File: src/rtl/ooo6502_pkg.sv
// ooo6502_pkg: shared 6502 fetch types, addressing modes and instruction-length constants
package ooo6502_pkg;

    localparam int PC_W = 16;

    localparam logic [1:0] LEN1 = 2'd1;
    localparam logic [1:0] LEN2 = 2'd2;
    localparam logic [1:0] LEN3 = 2'd3;

    typedef enum logic [3:0] {
        AM_IMP, AM_IMM, AM_ZP, AM_ZPX, AM_ZPY, AM_IZX,
        AM_IZY, AM_REL, AM_ABS, AM_ABX, AM_ABY, AM_IND
    } am_e;

    function automatic logic [1:0] am_len(input am_e m);
        return (m == AM_IMP) ? LEN1 :
               (m == AM_ABS || m == AM_ABX || m == AM_ABY || m == AM_IND) ? LEN3 : LEN2;
    endfunction

endpackage

File: src/rtl/op_len_6502.sv
// op_len_6502: combinational 6502 opcode to length / undocumented-opcode decoder
// IFETCH_ILLEGAL_TRAP_EN: when defined, undocumented NMOS opcodes decode as 1 byte and flag illegal.
module op_len_6502
    import ooo6502_pkg::*;
(
    input  logic [7:0] opcode,
    output logic [1:0] len,
    output logic       illegal
);

    logic [2:0] a;
    logic [2:0] b;
    logic [1:0] c;
    am_e        mode;
    logic       idx_y;

    assign {a, b, c} = opcode;
    // STX/LDX and their undocumented neighbours in rows 8x/9x, Ax/Bx index with Y
    assign idx_y = (a == 3'd4) || (a == 3'd5);

    // addressing mode from the aaabbbcc column layout of the opcode map
    always_comb begin
        mode = AM_IMP;
        case (c)
            2'b00:
                case (b)
                    3'd0:    mode = (a == 3'd1) ? AM_ABS : a[2] ? AM_IMM : AM_IMP;
                    3'd1:    mode = AM_ZP;
                    3'd3:    mode = (a == 3'd3) ? AM_IND : AM_ABS;
                    3'd4:    mode = AM_REL;
                    3'd5:    mode = AM_ZPX;
                    3'd7:    mode = AM_ABX;
                    default: mode = AM_IMP;
                endcase
            2'b10:
                case (b)
                    3'd0:    mode = AM_IMM;
                    3'd1:    mode = AM_ZP;
                    3'd3:    mode = AM_ABS;
                    3'd5:    mode = idx_y ? AM_ZPY : AM_ZPX;
                    3'd7:    mode = idx_y ? AM_ABY : AM_ABX;
                    default: mode = AM_IMP;
                endcase
            default:
                case (b)
                    3'd0:    mode = AM_IZX;
                    3'd1:    mode = AM_ZP;
                    3'd2:    mode = AM_IMM;
                    3'd3:    mode = AM_ABS;
                    3'd4:    mode = AM_IZY;
                    3'd5:    mode = (c[1] && idx_y) ? AM_ZPY : AM_ZPX;
                    3'd6:    mode = AM_ABY;
                    default: mode = (c[1] && idx_y) ? AM_ABY : AM_ABX;
                endcase
        endcase
    end

`ifdef IFETCH_ILLEGAL_TRAP_EN
    logic undoc;

    // holes in the documented NMOS opcode map
    assign undoc = (c == 2'b11) ||
                   (c == 2'b01 && b == 3'd2 && a == 3'd4) ||
                   (c == 2'b00 && ((b == 3'd0 && a == 3'd4) ||
                                   (b == 3'd1 && (a == 3'd0 || a == 3'd2 || a == 3'd3)) ||
                                   (b == 3'd3 && a == 3'd0) ||
                                   (b == 3'd5 && !idx_y) ||
                                   (b == 3'd7 && a != 3'd5))) ||
                   (c == 2'b10 && ((b == 3'd0 && a != 3'd5) ||
                                   (b == 3'd4) ||
                                   (b == 3'd6 && !idx_y) ||
                                   (b == 3'd7 && a == 3'd4)));
    assign illegal = undoc;
    assign len     = undoc ? LEN1 : am_len(mode);
`else
    assign illegal = 1'b0;
    assign len     = am_len(mode);
`endif

endmodule

File: src/rtl/ifetch_6502.sv
// ifetch_6502: 6502 instruction fetch unit with byte queue and length decode
// IFETCH_ILLEGAL_TRAP_EN: when defined, undocumented opcodes are reported as 1-byte illegal instructions.
module ifetch_6502
    import ooo6502_pkg::*;
#(
    parameter int              QDEPTH   = 8,
    parameter logic [PC_W-1:0] RESET_PC = 16'h0000
) (
    input  logic            clk,
    input  logic            rst,
    output logic [PC_W-1:0] addr_o,
    input  logic [7:0]      din_i,
    input  logic            redirect_i,
    input  logic [PC_W-1:0] redirect_pc_i,
    output logic            inst_valid_o,
    input  logic            inst_ready_i,
    output logic [7:0]      inst_opcode_o,
    output logic [7:0]      inst_op1_o,
    output logic [7:0]      inst_op2_o,
    output logic [1:0]      inst_len_o,
    output logic [PC_W-1:0] inst_pc_o,
    output logic            inst_illegal_o
);

    localparam int AW = $clog2(QDEPTH);

    logic [7:0]      q [QDEPTH];
    logic [AW-1:0]   rd_ptr;
    logic [AW-1:0]   wr_ptr;
    logic [AW:0]     count;
    logic [PC_W-1:0] fetch_pc;
    logic [PC_W-1:0] head_pc;
    logic            in_flight;
    logic            kill;
    logic            issue;
    logic            push;
    logic            pop;
    logic [1:0]      len;
    logic            illegal;

    op_len_6502 u_len (
        .opcode  (q[rd_ptr]),
        .len     (len),
        .illegal (illegal)
    );

    // the in-flight byte reserves a slot so the queue can never overflow
    assign issue = !redirect_i && ((count + (AW+1)'(in_flight)) < (AW+1)'(QDEPTH));
    assign push  = in_flight && !kill && !redirect_i;
    assign pop   = inst_valid_o && inst_ready_i && !redirect_i;

    assign addr_o         = fetch_pc;
    assign inst_valid_o   = count >= (AW+1)'(len);
    assign inst_opcode_o  = q[rd_ptr];
    assign inst_op1_o     = (len != LEN1) ? q[rd_ptr + AW'(1)] : 8'h00;
    assign inst_op2_o     = (len == LEN3) ? q[rd_ptr + AW'(2)] : 8'h00;
    assign inst_len_o     = len;
    assign inst_pc_o      = head_pc;
    assign inst_illegal_o = illegal && inst_valid_o;

    // queue storage carries no reset; count alone says what is valid
    always_ff @(posedge clk)
        if (push) q[wr_ptr] <= din_i;

    // fetch pointer, queue bookkeeping, and redirect flush
    always_ff @(posedge clk or posedge rst)
        if (rst) begin
            fetch_pc  <= RESET_PC;
            head_pc   <= RESET_PC;
            count     <= '0;
            rd_ptr    <= '0;
            wr_ptr    <= '0;
            in_flight <= 1'b0;
            kill      <= 1'b0;
        end else if (redirect_i) begin
            fetch_pc  <= redirect_pc_i;
            head_pc   <= redirect_pc_i;
            count     <= '0;
            rd_ptr    <= '0;
            wr_ptr    <= '0;
            in_flight <= 1'b0;
            kill      <= in_flight;
        end else begin
            fetch_pc  <= fetch_pc + PC_W'(issue);
            in_flight <= issue;
            kill      <= 1'b0;
            count     <= count + (AW+1)'(push) - (pop ? (AW+1)'(len) : '0);
            if (push) wr_ptr <= wr_ptr + AW'(1);
            if (pop) begin
                rd_ptr  <= rd_ptr + AW'(len);
                head_pc <= head_pc + PC_W'(len);
            end
        end

endmodule
File: config.mk
export PLATFORM = sky130hd
export DESIGN_NAME = ifetch_6502
export DESIGN_NICKNAME = d
export VERILOG_FILES = /design/src/rtl/ooo6502_pkg.sv /design/src/rtl/op_len_6502.sv /design/src/rtl/ifetch_6502.sv
export SDC_FILE = /design/constraint.sdc
export NUM_CORES = 1
export LEC_CHECK = 0
export ABC_AREA = 1
export CAP_MARGIN = 5
export CELL_PAD_IN_SITES_DETAIL_PLACEMENT = 0
export CELL_PAD_IN_SITES_GLOBAL_PLACEMENT = 1
export CORE_ASPECT_RATIO = 0.6
export CORE_MARGIN = 1.5
export CORE_UTILIZATION = 41
export DETAILED_ROUTE_END_ITERATION = 12
export GPL_TIMING_DRIVEN = 1
export MAX_ROUTING_LAYER = met4
export PLACE_DENSITY_LB_ADDON = 0.1
export SLEW_MARGIN = 20
export SYNTH_ARGS = -nofsm -noshare
export SYNTH_HDL_FRONTEND = slang
export SYNTH_SLANG_ARGS = --single-unit
File: constraint.sdc
create_clock -name clk -period 5.06 [get_ports clk]
set_input_delay 1.012 -clock clk [delete_from_list [all_inputs] [get_ports clk]]
set_output_delay 1.012 -clock clk [all_outputs]
set_load 0.02 [all_outputs]
==> results.yml <==
logic_synthesis:
  synth_edf_count: 64
  async_flop_share: 0.4074
  syn_inst: 741
  synth.avg_cell_area_sq_um: 8.301
  syn_nets: 788
  synth_seq_cells: 108
  ys_dominant_reg_cell: "edfxtp_1"
  ys_types: 42
  synth-seq-area-share: 0.4915
  synth_warnings: 0
  synthesis.area_sq_um: 6151
floorplan:
  start_util: 0.4215
  core-area_sq_um: 14590
  dieArea_sq_um: 15770
  fp.dieH_um: 97.88
  ios: 88
  die_x_um: 161.1
  num_rows: 34
route:
  first_pass_iters: 5
  drt_wl_total_um: 18740
  avgRoutedWirePerCell_um: 18.23
  routed_via_density: 5.346
  vias: 5496
  antenna_left: 0
  drc: 0
  drt-initial-drc-count: 826
global_routing:
  grt.overflow.total: 0
  grt_max_degree: 64
  grt_pass1_wl_um: 29180
  grt_usage: 0.2522
  grt_antenna_before_repair: 0
  grt_pass1_vias: 4910
critical_path:
  crit_path_max_incr_delay_ns: 0.61
  cp_max_fo: 16
  reg2reg_slack_ns: 0.50
  reg2reg_to: "count[3]"
  slowest_stage: "o21ai_0"
  cp_top_family: "compound AO/OA/AOI/OAI gates"
  end_kind: "flip-flop"
  reg2reg_depth: 25
  crit_type: "flip-flop to flip-flop"
  cp.depth: 25
  path_buf_inv: 5
  cp.required_ns: 5.34
  cp_common_cell: "nand2_1"
  critPathLaunchType: "flip-flop"
  rr_startpoint: "rd_ptr[0]"
  arrival_ns: 4.84
cells_and_area:
  nets: 872
  fin_util: 0.5164
  regArea_sq_um: 3025
  fillers: 1349
  final_area_sq_um: 7535
  multiInputGateArea_sq_um: 2675
  syn_to_final_growth_pct: 22.50
  antenna_cells: 0
  drive_gt1_frac: 0.06988
min_path:
  holdPathStages: 1
  min_to: "in_flight"
  hold_class: "flip-flop to flip-flop"
  hold_start: "count[3]"
timing:
  fmax_ghz: 0.2194
  period_minus_slack_ns: 4.558
  relSlewSlack: 0.2576
  hold_violations: 0
  setup_violations: 0
  tightestPinTransition_ns: 1.109
  rsz0062_at_grt: "false"
  finalSetupTns_ns: 0
  skew_ns: 0.01143
  timing.final.crit_share: 0.9008
  slew_viol_final: 0
  setup_ws_ns: 0.5018
cts:
  cts_sinks: 108
  root_buffer: "clkbuf_16"
  clk_pin_slew_ns: 0.08
  cts-htree-levels: 3
  cts_made_buffers: 9
  cts.hold.buffers_added: 0
  cts_tree: "yes"
  clk_path_buf_depth: 2
  clock_latency_ns: 0.36
pwr:
  power.density_nw_per_um2: 563.3
  ir_drop_uv: 331.8
  p_leak_nw: 3.149
  finalPower_mw: 4.244
placed_design:
  dp_hpwl_um: 13990
  io_buffers: 86
  dp_slack_ns: 0.2759
  place.gp.congestion: 0.8393
  placed_area_sq_um: 7184
flow_run:
  drv_cap: 0
status:
  status: "finished, final reports clean"
## routing by layer
| layer | vias to the layer above | share of wire | GRT usage |
|---|---|---|---|
| li1 | 2660 | - | - |
| met1 | 2568 | 0.54 | 0.4227 |
| met2 | 261 | 0.36 | 0.2954 |
| met3 | 7 | 0.093 | 0.05990 |
| met4 | 0 | 0.0041 | 0.03632 |
| met5 | - | 0 | - |
## timing repair
| item | in CTS | in global routing |
|---|---|---|
| setup buffers | 0 | 4 |
| hold endpoints to repair | 0 | 0 |
| resized for setup | 1 | 10 |
| gates cloned | 0 | 1 |
| setup endpoints to repair | 1 | 4 |
| pin swaps | 0 | 2 |
## power breakdown
part | total (mW) | switching [mW] | leakage [nW] | internal (mW)
Combinational | 2.41 | 1.48 | 1.89 | 0.929
Sequential | 1.14 | 0.116 | 1.12 | 1.03
Clock | 0.690 | 0.344 | 0.141 | 0.346
## metrics by stage
stage | instances | hold slack (ns)
3_3_place_gp | 1007 | 0.5137
2_1_floorplan | 741 | 0.4585
5_1_grt | 1028 | 0.5372
6_report | 1028 | 0.5292
3_5_place_dp | 1007 | 0.5113
4_1_cts | 1023 | 0.5212
## flip-flops by register name (all words and copies together), names as in the netlist
signal	count
wr_ptr	3
q	64
inst_pc_o	16
count	4
in_flight	1
rd_ptr	3
kill	1
addr_o	16
## how the worst max path moves through the flow
| stage | start | slack [ns] | to |
|---|---|---|---|
| 4_1_cts | rd_ptr[0] | 0.03 | inst_valid_o |
| 5_1_grt | rd_ptr[1] | 0.04 | count[3] |
| 6_report | rd_ptr[0] | 0.50 | count[3] |
| 3_3_place_gp | rd_ptr[0] | 0.49 | inst_valid_o |
| 3_5_place_dp | rd_ptr[0] | 0.28 | count[3] |
| 2_1_floorplan | rd_ptr[0] | 0.05 | count[3] |
## cell usage after synthesis, types with 4 or more instances
cell | instances | area (sq um)
a21oi_1 | 29 | 145.1
a31oi_1 | 4 | 25.02
buf_2 | 8 | 40.04
buf_6 | 7 | 78.83
clkbuf_1 | 13 | 48.80
dfrtp_1 | 44 | 1101
edfxtp_1 | 64 | 1922
ha_1 | 16 | 200.2
inv_1 | 68 | 255.2
inv_2 | 5 | 18.77
nand2_1 | 202 | 758.2
nand3_1 | 37 | 185.2
nand4_1 | 7 | 43.79
nor2_1 | 79 | 296.5
nor2_2 | 4 | 25.02
nor3_1 | 11 | 55.05
nor4_1 | 5 | 31.28
o211ai_1 | 5 | 37.54
o21ai_0 | 72 | 360.4
o221ai_1 | 10 | 87.58
o22ai_1 | 4 | 25.02
o31ai_1 | 5 | 37.54
xnor2_1 | 5 | 43.79
xor2_1 | 8 | 70.07
## final cells by class
cell class                      instances  share of cell area
Inverter                               74             0.03770
Multi-Input combinational cell        529              0.3550
Timing Repair Buffer                  103              0.1348
Sequential cell                       108              0.4015
Tap cell                              198             0.03288
Clock buffer                           10             0.03039
Clock inverter                          6            0.007639
## cell families (layout without fill, tap and decap cells)
logic type,after synthesis,count (layout),synth area share
XOR/XNOR,13,13,0.01851
other,1,1,0.0006097
AO/OA/AOI/OAI,142,142,0.1341
adder cells (fa/ha/maj),19,19,0.04231
flip-flops,108,108,0.4915
AND/OR/NAND/NOR,353,354,0.2372
buffers and inverters,105,193,0.07588
## cell usage in the layout (no fill, tap or decap), types with 4 or more instances in the layout
cell type / synthesis / layout
dfrtp_1: 44 / 42
a21oi_1: 29 / 29
o22ai_1: 4 / 4
o21ai_0: 72 / 72
edfxtp_1: 64 / 64
nor3_1: 11 / 11
xnor2_1: 5 / 5
nor2_2: 4 / 8
nor2_1: 79 / 76
o31ai_1: 5 / 5
o221ai_1: 10 / 10
ha_1: 16 / 16
nand2_1: 202 / 202
inv_1: 68 / 66
buf_4: 2 / 15
nand4_1: 7 / 7
a31oi_1: 4 / 4
nand3_1: 37 / 37
inv_2: 5 / 5
clkbuf_16: 0 / 9
xor2_1: 8 / 8
o211ai_1: 5 / 5
nor4_1: 5 / 5
clkdlybuf4s50_1: 0 / 85
No activity file was read; power rests on OpenSTA's default activity.
